--- src/rtl/hack_mem_pkg.sv ---
// Shared types and default widths for the SDRAM request arbiter.
package hack_mem_pkg;

   localparam int unsigned AW_DEFAULT = 20;
   localparam int unsigned DW_DEFAULT = 16;

   typedef enum logic {
      ARB   = 1'b0,
      ISSUE = 1'b1
   } arb_state_t;

endpackage

--- src/rtl/tag_fifo.sv ---
// In-order FIFO of channel tags for reads in flight to the SDRAM buffer.
module tag_fifo #(
   parameter int unsigned W     = 1,
   parameter int unsigned DEPTH = 4
) (
   input  logic                         clk,
   input  logic                         rst,
   input  logic                         push,
   input  logic [W-1:0]                 push_data,
   input  logic                         pop,
   output logic [W-1:0]                 head,
   output logic                         empty,
   output logic [$clog2(DEPTH+1)-1:0]   count
);

   localparam int unsigned PW = $clog2(DEPTH);
   localparam int unsigned CW = $clog2(DEPTH+1);

   logic [W-1:0]  mem [DEPTH];
   logic [PW-1:0] wr_ptr;
   logic [PW-1:0] rd_ptr;
   logic          do_push;
   logic          do_pop;

   // A pop frees a slot in the same cycle, so push+pop is legal when full.
   assign do_pop  = pop && (count != '0);
   assign do_push = push && ((count != CW'(DEPTH)) || do_pop);
   assign empty   = (count == '0);
   assign head    = mem[rd_ptr];

   always_ff @(posedge clk) begin
      if (do_push) begin
         mem[wr_ptr] <= push_data;
      end
   end

   // Pointers are DEPTH-sized (power of two), so they wrap naturally.
   always_ff @(posedge clk or posedge rst) begin
      if (rst) begin
         wr_ptr <= '0;
         rd_ptr <= '0;
         count  <= '0;
      end else begin
         if (do_push) begin
            wr_ptr <= wr_ptr + PW'(1);
         end
         if (do_pop) begin
            rd_ptr <= rd_ptr + PW'(1);
         end
         case ({do_push, do_pop})
            2'b10:   count <= count + CW'(1);
            2'b01:   count <= count - CW'(1);
            default: count <= count;
         endcase
      end
   end

endmodule

--- src/rtl/mem_req_arbiter.sv ---
// Round-robin arbiter funnelling per-channel memory requests into one SDRAM
// buffer port, routing in-order read returns back to the issuing channel.
module mem_req_arbiter
   import hack_mem_pkg::*;
#(
   parameter int unsigned NCH   = 2,
   parameter int unsigned AW    = AW_DEFAULT,
   parameter int unsigned DW    = DW_DEFAULT,
   parameter int unsigned DEPTH = 4
) (
   input  logic                         clk50,
   input  logic                         reset,
   input  logic [NCH-1:0]               req_valid,
   input  logic [NCH-1:0]               req_we,
   input  logic [NCH*AW-1:0]            req_addr,
   input  logic [NCH*DW-1:0]            req_wdata,
   output logic [NCH-1:0]               req_ready,
   output logic [NCH-1:0]               rsp_valid,
   output logic [DW-1:0]                rsp_data,
   output logic                         buf_wrreq,
   output logic [AW-1:0]                buf_addr,
   output logic [DW-1:0]                buf_data,
   output logic                         buf_rw,
   input  logic                         buf_full,
   input  logic                         rd_valid,
   input  logic [DW-1:0]                rd_data,
   output logic [$clog2(DEPTH+1)-1:0]   outstanding,
   output logic                         err_orphan
);

   localparam int unsigned TW = (NCH > 1) ? $clog2(NCH) : 1;
   localparam int unsigned CW = $clog2(DEPTH+1);

   arb_state_t     state;
   arb_state_t     next_state;
   logic [TW-1:0]  rr_ptr;
   logic [TW-1:0]  rr_next;
   logic [TW-1:0]  gnt;
   logic [TW-1:0]  tag_q;
   logic [TW:0]    cand;
   logic [NCH-1:0] elig;
   logic [NCH-1:0] grant_oh;
   logic           found;
   logic           rd_room;
   logic           take;

   logic           fifo_push;
   logic           fifo_pop;
   logic [TW-1:0]  fifo_head;
   logic           fifo_empty;

   // Read room comes from the registered count only, keeping req_ready free of rd_valid.
   assign rd_room = (outstanding < CW'(DEPTH));

   always_comb begin
      elig = '0;
      for (int unsigned i = 0; i < NCH; i++) begin
         elig[i] = req_valid[i] & ~buf_full & (req_we[i] | rd_room);
      end
   end

   // First eligible channel at or after rr_ptr, modulo NCH.
   always_comb begin
      found = 1'b0;
      gnt   = '0;
      cand  = '0;
      for (int unsigned i = 0; i < NCH; i++) begin
         cand = {1'b0, rr_ptr} + (TW+1)'(i);
         if (cand >= (TW+1)'(NCH)) begin
            cand = cand - (TW+1)'(NCH);
         end
         if (!found && elig[cand[TW-1:0]]) begin
            found = 1'b1;
            gnt   = cand[TW-1:0];
         end
      end
   end

   always_comb begin
      rr_next = gnt + TW'(1);
      if (32'(gnt) == NCH - 1) begin
         rr_next = '0;
      end
   end

   assign grant_oh = NCH'(1) << gnt;

   always_ff @(posedge clk50 or posedge reset) begin
      if (reset) begin
         state <= ARB;
      end else begin
         state <= next_state;
      end
   end

   // Next state and the acceptance strobe, which must coincide with the grant cycle.
   always_comb begin
      next_state = state;
      take       = 1'b0;
      req_ready  = '0;
      case (state)
         ARB: begin
            if (found) begin
               take       = 1'b1;
               next_state = ISSUE;
               if (!reset) begin
                  req_ready = grant_oh;
               end
            end
         end
         ISSUE: begin
            next_state = ARB;
         end
         default: begin
            next_state = ARB;
         end
      endcase
   end

   always_ff @(posedge clk50 or posedge reset) begin
      if (reset) begin
         rr_ptr    <= '0;
         tag_q     <= '0;
         buf_wrreq <= 1'b0;
         buf_addr  <= '0;
         buf_data  <= '0;
         buf_rw    <= 1'b0;
      end else begin
         buf_wrreq <= take;
         if (take) begin
            rr_ptr   <= rr_next;
            tag_q    <= gnt;
            buf_addr <= req_addr[gnt*AW +: AW];
            buf_data <= req_wdata[gnt*DW +: DW];
            buf_rw   <= req_we[gnt];
         end
      end
   end

   assign fifo_push = (state == ISSUE) && !buf_rw;
   assign fifo_pop  = rd_valid && !fifo_empty;

   tag_fifo #(
      .W     (TW),
      .DEPTH (DEPTH)
   ) u_tag_fifo (
      .clk       (clk50),
      .rst       (reset),
      .push      (fifo_push),
      .push_data (tag_q),
      .pop       (fifo_pop),
      .head      (fifo_head),
      .empty     (fifo_empty),
      .count     (outstanding)
   );

   // Read return steering; data with no read in flight is dropped and flagged.
   always_ff @(posedge clk50 or posedge reset) begin
      if (reset) begin
         rsp_valid  <= '0;
         rsp_data   <= '0;
         err_orphan <= 1'b0;
      end else begin
         rsp_valid <= fifo_pop ? (NCH'(1) << fifo_head) : '0;
         if (fifo_pop) begin
            rsp_data <= rd_data;
         end
         if (rd_valid && fifo_empty) begin
            err_orphan <= 1'b1;
         end
      end
   end

endmodule

--- config.mk ---
export PLATFORM = sky130hd
export DESIGN_NAME = mem_req_arbiter
export DESIGN_NICKNAME = d
export VERILOG_FILES = /design/src/rtl/hack_mem_pkg.sv /design/src/rtl/tag_fifo.sv /design/src/rtl/mem_req_arbiter.sv
export SDC_FILE = /design/constraint.sdc
export NUM_CORES = 1
export LEC_CHECK = 0
export ABC_AREA = 1
export CAP_MARGIN = 20
export CORE_MARGIN = 4
export CORE_UTILIZATION = 40
export DETAILED_ROUTE_END_ITERATION = 6
export GPL_TIMING_DRIVEN = 0
export PLACE_DENSITY = 0.83
export RECOVER_POWER = 25
export SYNTH_ARGS = -nofsm -noshare
export SYNTH_HDL_FRONTEND = slang
export SYNTH_SLANG_ARGS = --single-unit
--- constraint.sdc ---
create_clock -name clk50 -period 2.94 [get_ports clk50]
set_clock_uncertainty 0.2 [all_clocks]
set_input_delay 0.441 -clock clk50 [delete_from_list [all_inputs] [get_ports clk50]]
set_output_delay 0.441 -clock clk50 [all_outputs]
set_load 0.01 [all_outputs]
==> metrics.md <==
| Metric | Value |
|---|---|
| Worst r2r src | u_tag_fifo.count[2] |
| Drt total wl | 9710 um |
| Crit path capture type | output port |
| Most frequent cells in the layout | nand2_1 (179), clkdlybuf4s50_1 (153), inv_1 (91) |
| Final ANT Viol Nets | 0 |
| PwrDens | 797 mW/mm^2 |
| Yosys warning count | 0 |
| Initial antenna violation count | 0 |
| Hold WS | 0.281 ns |
| Global placement routability congestion | 0.822 |
| Post-synth cell types | 21 |
| Pre-Repair DR Iteration Count | 4 |
| Vias in the first global route | 3447 |
| Core ar. | 0.00872 sq mm |
| Critical Path Most Common Cell | nand2_1 |
| Placement Rows | 34 |
| Clk buf depth | 2 |
| Nature of the critical path startpoint | primary input |
| Diode count | 0 |
| Syn Nets | 580 |
| DRT iter0 DRCs | 89 |
| Cells after Synth | 478 |
| Via density | 4.59 |
| Starting density of the core | 41.2% |
| I/O pin total | 158 |
| Maximum VDD drop | 0.407 mV |
| Max Cap Violations | 1 |
| DR vias | 3488 |
| First-pass GRT wire length | 15400 um |
| Clock Sinks | 70 |
| Synth Cell Area | 0.00359 sq mm |
| Layout fillers | 782 |
| Post-route cell area | 0.00554 sq mm |
| Hpwl dp | 7480 um |
| Die ar. | 0.0106 sq mm |
| Post-CTS Setup Inserts | 0 |
| Post-route clock period utilization | 88.9% |
| Crit path max-delay cell type | clkdlybuf4s50_1 |
| H-tree depth | 3 |
| Status | complete, but fails checks |
| Critical path endpoint | req_ready[0] |
| Worst R2R Path Depth | 11 |
| Wire per inst | 12.8 um |
| Commonest non-fill, non-tap cell in the layout | nand2_1 |
| Critical path's largest stage delay | 0.50 ns |
| Final Worst Setup Slack | 0.325 ns |
| Max Fclk | 0.382 GHz |
| Failing checks | capacitance limit, slew limit |
| Worst hold path type | flip-flop to flip-flop |
| Share of layout cells above drive strength 1 | 7.06% |
| Die Y-Extent | 103 um |
| Worst Tran Pin Value | 1.51 ns |
| Final non-filler cell total | 760 |
| Fin nets | 749 |
| CP max FO | 10 |
| Clk_lat worst skew | 0.34 ns |
| Drt drc | 0 |
| Post-place setup slack | 0.0103 ns |
| Placed Area | 0.00532 sq mm |
| Hold Fails Final Rpt | 0 |
| CTS Buf Count | 9 |
| Mean Syn Cell Area | 7.52 sq um |
| Clock Tree Root | clkbuf_8 |
| Setup CP Type | primary input to output port |
| CTS tree | built |
| P_leak | 2.93 nW |
| Critical Path RT | 2.30 ns |
| CP cell instances | clkdlybuf4s50_1 -> inv_1 -> nand2_1 -> nand3_1 -> nand2_1 -> nand2_1 -> buf_2 -> nor3_1 -> dlygate4sd2_1 |
| Slew Viols, Final | 38 |
| Reg2Reg Setup Slack | 0.45 ns |
| GRT Resource Usage Total | 18.4% |
| RR Endpoint | u_tag_fifo.count[2] |
| RSZ-0062 raised after global routing | no |
| Largest net degree at the start of global routing | 39 |
| Area Overhead vs Synth | 54.1% |
| Sequential share of the synthesized area | 49.3% |
| Critical Path Source | req_we[1] |
| Tmin final | 2.61 ns |
| #FFs+latches synth | 70 |
| CTS clk-pin slew, worst paths | 0.08 ns |
| Setup violators final | 0 |
| IO buf count | 157 |
| Worst Path Arrival | 1.97 ns |
| Hold-fix buffers, CTS | 0 |
| Worst-case headroom to the max-slew limit | -0.584% |
| Grt total ovfl | 0 |
| Die Width | 103 um |
| Total power | 4.41 mW |
| Placed cells | 744 |
layer usage:
layer	part of all wire [%]	global-route usage (%)	up-vias	wire (um)
met5	0	0	-	0
met4	1.8	6.57	0	176
met3	9.1	5.48	19	880
met2	49	31.1	143	4750
met1	40	22.3	1561	3900
li1	-	-	1765	-
synth_stat cells (all sizes together):
library cell	count	area, sq um
dfrtp	66	1650
ha	5	62.6
nand3	78	395
buf	23	168
o21bai	1	7.51
a21oi	5	28.8
fa	1	20.0
nand2	179	672
xor2	3	26.3
nor2	15	63.8
xnor2	1	8.76
nor3	1	5.00
edfxtp	4	120
inv	93	349
o21ai	3	15.0
worst max-delay path: cells and delay by family:
family / cells / cell delay (ns)
and+or+nand+nor: 5 / 0.46
buffers and inverters: 4 / 1.07
repair_timing:
action,in CTS,in global routing
setup endpoints to repair,1,1
cloned,0,0
resized for setup,1,1
endpoints found under the hold margin,0,0
where the power goes:
group          internal, mW  leakage, nW  switching [mW]  total [mW]
Clock                 0.480        0.106           0.378       0.858
Combinational          1.02         1.99           0.913        1.94
Sequential             1.37        0.838           0.245        1.62
Total                  2.88         2.93            1.54        4.41
how the worst min path moves through the flow:
stage	startpoint	to	slack, ns	cells after the start
after floorplan	rr_ptr	rr_ptr	0.25	2
after global routing	rsp_data[9]	rsp_data[9]	0.29	2
after detailed placement	buf_addr[12]	buf_addr[12]	0.26	2
final	buf_addr[12]	buf_addr[12]	0.28	2
after global placement	err_orphan	err_orphan	0.26	1
after CTS	rsp_data[2]	rsp_data[2]	0.28	2
state kept, by name, summed over array words and instances (netlist names):
| signal | flops |
|---|---|
| rsp_data | 16 |
| err_orphan | 1 |
| rsp_valid | 2 |
| buf_rw | 1 |
| buf_addr | 20 |
| tag_q | 1 |
| u_tag_fifo.count | 3 |
| u_tag_fifo.rd_ptr | 2 |
| buf_data | 16 |
| buf_wrreq | 1 |
| u_tag_fifo.wr_ptr | 2 |
| rr_ptr | 1 |
| u_tag_fifo.mem | 4 |
cell type report:
class                           count  area, sq um  area share, %
Clock inverter                      7         97.6           1.76
Timing Repair Buffer              158         1590           28.8
Buffer                             23          164           2.96
Clock buffer                        9          124           2.24
Multi-Input combinational cell    292         1310           23.6
Sequential cell                    70         1770           32.0
Tap cell                          108          135           2.44
Inverter                           93          349           6.30
kinds of logic after synthesis:
logic type | share of synthesized area [%]
xor gates and xnor gates | 0.975
DFF | 49.3
buffers and inverters | 14.4
adders and majority gates | 2.30
and+or+nand+nor | 31.6
AOI/OAI and AO/OA | 1.43
metrics by stage:
| stage | utilization, % | TNS [ns] |
|---|---|---|
| 3_5_place_dp | 61.0 | 0 |
| 3_3_place_gp | 60.8 | -36.95 |
| 4_1_cts | 63.5 | 0 |
| 2_1_floorplan | - | 0 |
| 6_report | 63.5 | 0 |
| 5_1_grt | 63.5 | 0 |
No activity file was read; power rests on OpenSTA's default activity.
